`src/rtl/regfile_pkg.sv`:
```
// Shared definitions for the register-file writeback arbiter.
// Register file geometry and FSM state encoding.
package regfile_pkg;

    localparam int REG_ADDR_W = 5;
    localparam int XLEN       = 32;
    localparam int NUM_REGS   = 32;

    typedef enum logic {
        ST_CLEAR = 1'b0,
        ST_RUN   = 1'b1
    } state_t;

endpackage

```
`src/rtl/regfile_wb_arbiter_rr_arbiter.sv`:
```
// Combinational grant logic: one-hot grant plus index of the winner.
// Optional macro REGFILE_ARB_FIXED_PRIO_EN selects lowest-index priority.
module rr_arbiter #(
    parameter int N     = 2,
    parameter int PTR_W = 1
) (
    input  logic [N-1:0]     valid,
    input  logic [PTR_W-1:0] ptr,
    output logic [N-1:0]     grant,
    output logic [PTR_W-1:0] idx,
    output logic             any
);

`ifdef REGFILE_ARB_FIXED_PRIO_EN
    logic unused_ptr;
    assign unused_ptr = ^ptr;

    // Lowest-index valid requester wins.
    always_comb begin
        grant = '0;
        idx   = '0;
        any   = 1'b0;
        for (int k = 0; k < N; k++) begin
            if (!any && valid[k]) begin
                grant[k] = 1'b1;
                idx      = PTR_W'(k);
                any      = 1'b1;
            end
        end
    end
`else
    // First valid requester at or after ptr, searching modulo N.
    always_comb begin
        int j;
        grant = '0;
        idx   = '0;
        any   = 1'b0;
        j     = 0;
        for (int k = 0; k < N; k++) begin
            j = int'(ptr) + k;
            if (j >= N) j = j - N;
            if (!any && valid[j]) begin
                grant[j] = 1'b1;
                idx      = PTR_W'(j);
                any      = 1'b1;
            end
        end
    end
`endif

endmodule

```
`src/rtl/regfile_wb_arbiter.sv`:
```
// Clears x1..x31 after reset, then arbitrates writeback requests onto WE3/A3/WD3.
// Optional macro REGFILE_ARB_FIXED_PRIO_EN: fixed priority instead of round-robin.
module regfile_wb_arbiter
    import regfile_pkg::*;
#(
    parameter int NUM_REQ = 2,
    parameter int CNT_W   = 16
) (
    input  logic                       clk,
    input  logic                       rst,
    input  logic [NUM_REQ-1:0]         req_valid,
    output logic [NUM_REQ-1:0]         req_ready,
    input  logic [NUM_REQ*REG_ADDR_W-1:0] req_addr,
    input  logic [NUM_REQ*XLEN-1:0]    req_data,
    output logic                       rf_we,
    output logic [REG_ADDR_W-1:0]      rf_addr,
    output logic [XLEN-1:0]            rf_wdata,
    output logic                       init_done,
    output logic [CNT_W-1:0]           contention_cnt
);

    localparam int PTR_W = (NUM_REQ > 1) ? $clog2(NUM_REQ) : 1;

    state_t                  state;
    state_t                  state_nxt;
    logic [REG_ADDR_W-1:0]   clr_cnt;
    logic [PTR_W-1:0]        ptr;
    logic [NUM_REQ-1:0]      grant;
    logic [PTR_W-1:0]        gidx;
    logic                    gany;
    logic                    multi;
    logic                    xfer;
    logic [REG_ADDR_W-1:0]   sel_addr;
    logic [XLEN-1:0]         sel_data;

`ifdef REGFILE_ARB_FIXED_PRIO_EN
    assign ptr = '0;
`else
    logic [PTR_W-1:0] rr_ptr;
    assign ptr = rr_ptr;
`endif

    rr_arbiter #(
        .N     (NUM_REQ),
        .PTR_W (PTR_W)
    ) u_arb (
        .valid (req_valid),
        .ptr   (ptr),
        .grant (grant),
        .idx   (gidx),
        .any   (gany)
    );

    assign init_done = (state == ST_RUN);
    assign req_ready = (init_done && !rst) ? grant : '0;
    assign xfer      = init_done && gany;
    assign sel_addr  = req_addr[REG_ADDR_W*gidx +: REG_ADDR_W];
    assign sel_data  = req_data[XLEN*gidx +: XLEN];

    // Two or more simultaneous requests count as contention.
    always_comb begin
        int n;
        n = 0;
        for (int k = 0; k < NUM_REQ; k++) n = n + int'(req_valid[k]);
        multi = (n >= 2);
    end

    // Next state: leave CLEAR after the x31 write is issued.
    always_comb begin
        state_nxt = state;
        if (state == ST_CLEAR && clr_cnt == REG_ADDR_W'(NUM_REGS - 1))
            state_nxt = ST_RUN;
    end

    // State register.
    always_ff @(posedge clk or posedge rst) begin
        if (rst) state <= ST_CLEAR;
        else     state <= state_nxt;
    end

    // Write-port registers and clear counter.
    always_ff @(posedge clk or posedge rst) begin
        if (rst) begin
            rf_we    <= 1'b0;
            rf_addr  <= '0;
            rf_wdata <= '0;
            clr_cnt  <= REG_ADDR_W'(1);
        end else if (state == ST_CLEAR) begin
            rf_we    <= 1'b1;
            rf_addr  <= clr_cnt;
            rf_wdata <= '0;
            clr_cnt  <= clr_cnt + 1'b1;
        end else if (xfer) begin
            rf_we    <= (sel_addr != '0);
            rf_addr  <= sel_addr;
            rf_wdata <= sel_data;
        end else begin
            rf_we    <= 1'b0;
        end
    end

`ifndef REGFILE_ARB_FIXED_PRIO_EN
    // Pointer moves past the last winner, even for dropped x0 writes.
    always_ff @(posedge clk or posedge rst) begin
        if (rst)
            rr_ptr <= '0;
        else if (xfer)
            rr_ptr <= (gidx == PTR_W'(NUM_REQ - 1)) ? '0 : gidx + 1'b1;
    end
`endif

    // Saturating contention counter, active only in RUN.
    always_ff @(posedge clk or posedge rst) begin
        if (rst)
            contention_cnt <= '0;
        else if (init_done && multi && contention_cnt != '1)
            contention_cnt <= contention_cnt + 1'b1;
    end

endmodule

```
`config.mk`:
```
export PLATFORM = sky130hd
export DESIGN_NAME = regfile_wb_arbiter
export DESIGN_NICKNAME = d
export VERILOG_FILES = /design/src/rtl/regfile_pkg.sv /design/src/rtl/regfile_wb_arbiter_rr_arbiter.sv /design/src/rtl/regfile_wb_arbiter.sv
export SDC_FILE = /design/constraint.sdc
export NUM_CORES = 1
export LEC_CHECK = 0
export BUFFER_PORTS_ARGS = -buffer_cell sky130_fd_sc_hd__buf_2
export CAP_MARGIN = 15
export CORE_ASPECT_RATIO = 1.75
export CORE_MARGIN = 8
export CORE_UTILIZATION = 47
export DETAILED_ROUTE_END_ITERATION = 12
export MAX_ROUTING_LAYER = met4
export PLACE_DENSITY_LB_ADDON = 0.25
export SLEW_MARGIN = 0
export SYNTH_ARGS = -nofsm -noshare
export SYNTH_HDL_FRONTEND = slang
export SYNTH_SLANG_ARGS = --single-unit
```
`constraint.sdc`:
```
create_clock -name clk -period 2.24 [get_ports clk]
set_input_delay 0.224 -clock clk [delete_from_list [all_inputs] [get_ports clk]]
set_output_delay 0.224 -clock clk [all_outputs]
set_load 0.1 [all_outputs]
```
Yosys cells after proc, flatten, opt, wreduce, memory -nomap -nowiden
Index checks and enable logic that the tools add are counted.

storage, ports and cells
  register bits = 61
  latch bits = 0
  bits in writable memories = 0
  ROM bits = 0
  input bits = 78
  logic and storage cells = 66
  memories = 0

operators by class
  add/subtract/negate cells = 7
  multipliers = 1
  divide/modulo/power cells = 0
  $lt $le $gt $ge = 7
  equal/unequal tests = 3
  shift operators = 2
  multiplexer cells = 26
  bitwise gates (word level) = 2
  reductions and logical operators = 11

operators with widths
  cell                   count
  $mux 32                4
  $ge 32x1->1 const B    2
  $lt 32x3->1 const B    2
  $shiftx 64x7->32       1
  $ge 32x3->1 const B    1
  $sub 32x3->32 const B  1
  $add 16x1->16 const B  1
  $ne 16x16->1 const B   1
  $mux 1                 15
  $mux 5                 2
  $shiftx 10x5->5        1
  $logic_and 1x1->1      8
  $mux 2                 3
  $add 5x1->5 const B    1
  $eq 5x5->1 const B     1
  $reduce_bool 5->1      1
  $mul 3x1->4 const A    1
  $sub 1x2->3 const B    1
  $add 1x1->2            1
  $add 1x1->2 const B    1
  $demux 1 s1            2
  $ge 1x2->1 const B     1
  $ge 2x2->1 const B     1
  $logic_not 1->1        2
  4 further kinds        4

Logic depth before layout (Yosys ltp)
  depth in word-level cells = 14
  gate-level depth with buffers = 7

Modules after synthesis
Synthesis repeated with hierarchy kept, for this count alone.

second synthesis, totals
  cell total of the unflattened synthesis = 276
  area total of the unflattened synthesis = 3120.5 sq um

modules (own cells, without submodules)
  module              times used  cells each  area an instance (sq um)  seq. area each (sq um)
  regfile_wb_arbiter  1           271         3088.0                    1527.7
  rr_arbiter          1           5           32.5                      0.0

Worst setup path after synthesis
OpenSTA, ideal clock, no wires.

  path kind = reg-to-output
  from = register state (netlist: init_done)
  to = output port req_ready[1]
  arrival time = 3.621 ns
  slack = -1.605 ns
  cell stages (with the launch flop) = 5
  buffers on the path = 2
  cell sequence = dfrtp_1 buf_2 inv_2 clkbuf_1 nor3_1

between the ends
  word-level cells in the longest chain between the ends = 2

ends and longest elaborated chain
  element                   RTL line                  text
  start: declaration        regfile_wb_arbiter.sv:24  state_t state;
  start signal: assignment  regfile_wb_arbiter.sv:78  else state <= state_nxt;
  $logic_and 1x1->1         regfile_wb_arbiter.sv:55  assign req_ready = (init_done && !rst) ? grant : '0;
  $mux 2                    regfile_wb_arbiter.sv:55
  end: declaration          regfile_wb_arbiter.sv:12  output logic [NUM_REQ-1:0] req_ready,

Every way passes these cells.

Worst setup path in the final report
  from = register rr_ptr (netlist: ptr)
  to = output port req_ready[1]

between the ends
  word-level cells in the longest chain between the ends = 10
  elaborated cells on any way between the ends = 30
  those cells by class = add/sub (3); order compare (6); mux (16); bitwise (1); reduce/logical (4)

ends and longest elaborated chain
  element                                                          RTL line                             text
  start: declaration                                               regfile_wb_arbiter.sv:39             logic [PTR_W-1:0] rr_ptr;
  start signal: assignment                                         regfile_wb_arbiter.sv:108            rr_ptr <= (gidx == PTR_W'(NUM_REQ - 1)) ? '0 : gidx + 1'b1;
  $add 1x1->2 (tied with other cells)                              regfile_wb_arbiter_rr_arbiter.sv:40  j = int'(ptr) + k;
  $sub 32x3->32 (tied with other cells)                            regfile_wb_arbiter_rr_arbiter.sv:41  if (j >= N) j = j - N;
  $mux 32 (tied with other cells)                                  regfile_wb_arbiter_rr_arbiter.sv:41
  $ge 32x1->1 (implied by the code) (tied with other cells)        regfile_wb_arbiter_rr_arbiter.sv:43  grant[j] = 1'b1;
  $logic_and 1x1->1 (implied by the code) (tied with other cells)  regfile_wb_arbiter_rr_arbiter.sv:43
  $mux 1 (implied by the code) (tied with other cells)             regfile_wb_arbiter_rr_arbiter.sv:43
  $demux 1 s1 (tied with other cells)                              --
  $or 2x2->2 (no line) or $logic_and 1x1->1 (tied branches)        --
  $mux 2 *                                                         regfile_wb_arbiter_rr_arbiter.sv:42  if (!any && valid[j]) begin
  $mux 2 *                                                         regfile_wb_arbiter.sv:55

Mark *: on every way between the ends. The rest lies on a longest branch, timed or not. The select of a mux whose other input is x is not followed.

==> impl_results.md <==
* Post-Route WL at 8460 um
* WS Path Type: flop to output pin
* Setup TNS at 0 ns
* Synth Warn # at 0
* DRT Pass-1 Iters at 6
* Final setup violation count at 0
* Later-pin clock latency in the skew report at 0.33 ns
* Total global routing overflow at 0
* Pwr dens at 961 nW/um2
* Num ports at 135
* Final hold viol count at 0
* Outcome: complete, no violations
* Worst IR Drop VDD at 0.000548 V
* CTS Sinks at 61
* Synth Register Bits at 61
* First-pass GRT wire length at 13,700 um
* Initial Util at 0.478
* Top cells by area, synth: dfrtp_1 49%, mux2i_1 10%, a211oi_1 8.8%
* Post-Syn Instances at 291
* Cell family with most CP delay: simple AND/OR/NAND/NOR gates
* Num CTS Buffers at 9
* Pin count of the biggest net entering global routing at 55
* Area leader, netlist: dfrtp_1
* Crit Path Max Fanout at 7
* Layout Nets at 502
* Max cap viols at 0
* Wire per inst at 16.6 um
* DR vias/cell at 5.29
* Area occupied by multi-input gates at 1410 um2
* Clk slew on worst S/H paths at 0.05 ns
* CTS tree: built
* Die Y at 123 um
* Slowest CP cell: buf_2
* Critical-path cell list: and2b_2, nand2b_2, nor3_4, buf_2
* Core area at 6390 um2
* Die W at 76.9 um
* Layout cells sized above 1 at 0.383
* Post-route DRC at 0
* Fill count at 557
* Commonest non-fill, non-tap cells in the layout: 134 x buf_2, 57 x dfrtp_1, 44 x nor2_1
* Post-synth cell types at 37
* Worst EP arrival at 1.80 ns
* I/O Buffers at 134
* Final Cycle Share at 0.903
* EDFF count, synth at 0
* Worst Skew at 0.00753 ns
* Top_reg_cell synth: dfrtp_1
* Initial antenna violation count at 1
* Min Tclk post-route at 2.02 ns
* Relative slew margins at 0.662
* Detail Route Antenna Nets at 0
* Clock Path Buffers at 2
* Initial drt markers at 150
* Clk root buf: clkbuf_16
* DR vias at 2,691
* Routability congestion estimate at 0.823
* Max stage delay on crit path at 0.44 ns
* Commonest non-fill, non-tap cell in the layout: buf_2
* Fmax at 0.494 GHz
* CP required at 2.02 ns
* Leak at 2.10 nW
* Top-area cell type share of the netlist area at 0.492
* Crit path launch type: flop
* Synth async-reset ratio at 1.00
* Worst-Margin Slew at 0.511 ns
* Worst path bufs/invs at 1
* RSZ-0062 raised after global routing: no
* Total GRT Usage at 0.188
* Vias in the first global route at 2,850
* Syn Nets at 372
* # H-tree levels at 3
* Sequential fraction of the synthesis area at 0.500
* Num rows at 39
* Gates resized, CTS repair at 0
* Post-DP HPWL at 6290 um
* Hold Crit Class: input pin to flop
* Seq. cell area at 1530 um2
* Syn avg cell area at 10.5 um2
* Max Transition Viols Final at 0
* Post-Syn Area at 3050 um2
* Fin util at 0.640
* Layout area overhead at 34.0%
* Crit. End Element: output pin
* Full die area at 9440 um2
-- final cells by class --
type | count | area share
Inverter | 9 | 0.00825
Clock inverter | 2 | 0.00245
Sequential cell | 61 | 0.374
Clock buffer | 14 | 0.0645
Multi-Input combinational cell | 200 | 0.343
Tap cell | 82 | 0.0251
Timing Repair Buffer | 140 | 0.182
Antenna cell | 1 | 0.000611
-- Yosys cell counts, drive strengths merged (3+ instances only) --
| library cell | count |
|---|---|
| dfrtp | 60 |
| nor2 | 44 |
| a211oi | 36 |
| mux2i | 32 |
| buf | 12 |
| xnor2 | 12 |
| clkbuf | 9 |
| inv | 9 |
| nand2 | 7 |
| nand4 | 7 |
| and3 | 6 |
| nand3 | 6 |
| xor2 | 6 |
| o211ai | 5 |
| o21ai | 5 |
| a21oi | 4 |
| a22o | 4 |
| ha | 3 |
| mux2 | 3 |
| or2 | 3 |
-- flip-flops by register name (all words and copies together) (netlist names) --
name and flops:
rf_we 1, rf_wdata 32, clr_cnt 5, contention_cnt 16
rf_addr 5, ptr 1, init_done 1
-- metal layers --
| metal | GRT usage | up-vias | wire, um | part of all wire |
|---|---|---|---|---|
| li1 | - | 1304 | - | - |
| met1 | 0.191 | 1258 | 3200 | 0.38 |
| met2 | 0.314 | 102 | 4490 | 0.53 |
| met3 | 0.0630 | 27 | 480 | 0.057 |
| met4 | 0.102 | 0 | 286 | 0.034 |
| met5 | - | - | 0 | 0 |
-- cell families after synthesis --
family / Yosys count / synth area share
flip-flops: 61 / 0.500
AO/OA/AOI/OAI: 58 / 0.136
adder cells (fa/ha/maj): 3 / 0.0123
AND/OR/NAND/NOR: 86 / 0.136
XOR/XNOR: 18 / 0.0516
buffers and inverters: 30 / 0.0483
multiplexers: 35 / 0.116
-- path summary, 6_finish.rpt --
kind                                        start                end  slack (ns)  depth (start not counted)
worst max-delay path                          ptr       req_ready[1]        0.22                          4
worst min-delay path                 req_data[32]        rf_wdata[0]        0.22                          3
worst max register to register  contention_cnt[0]  contention_cnt[1]        0.43                          5
worst min register to register  contention_cnt[7]  contention_cnt[7]        0.49                          1
max in group asynchronous                     rst         clr_cnt[0]        1.25                          4
min in group asynchronous                     rst  contention_cnt[4]        0.40                          3
-- worst register-to-register path: stages, from the launching register on --
cell and delay [ns]:
dfrtp_2 0.43, ha_1 0.22, and3_1 0.20, and3_1 0.25, a21oi_1 0.25, mux2_1 0.35
-- power by group --
part           internal (W)  total [W]  switching (W)  leakage, nW
Sequential          0.00122    0.00131      0.0000887        0.733
Combinational      0.000265    0.00136        0.00110         1.23
Clock              0.000804    0.00126       0.000457        0.137
-- per-stage QoR --
| step | total power [W] | hold slack, ns | setup WS (ns) | instance area, um2 | std cells |
|---|---|---|---|---|---|
| after detailed placement | 0.00270 | 0.201 | 0.434 | 3810 | 491 |
| final | 0.00393 | 0.223 | 0.217 | 4090 | 509 |
| after floorplan | 0.00242 | 0.331 | -0.000113 | 3080 | 291 |
| after global placement | 0.00268 | 0.195 | 0.518 | 3810 | 491 |
| after global routing | 0.00409 | 0.239 | 0.130 | 4090 | 509 |
| after CTS | 0.00397 | 0.217 | 0.208 | 4090 | 508 |
-- repair_timing --
action / 4_1_cts / 5_1_grt
hold endpoints to repair: 7 / 0
hold buffers: 1 / 0
setup buffers: 0 / 0
Note: power is estimated with default switching activity, not from simulation.
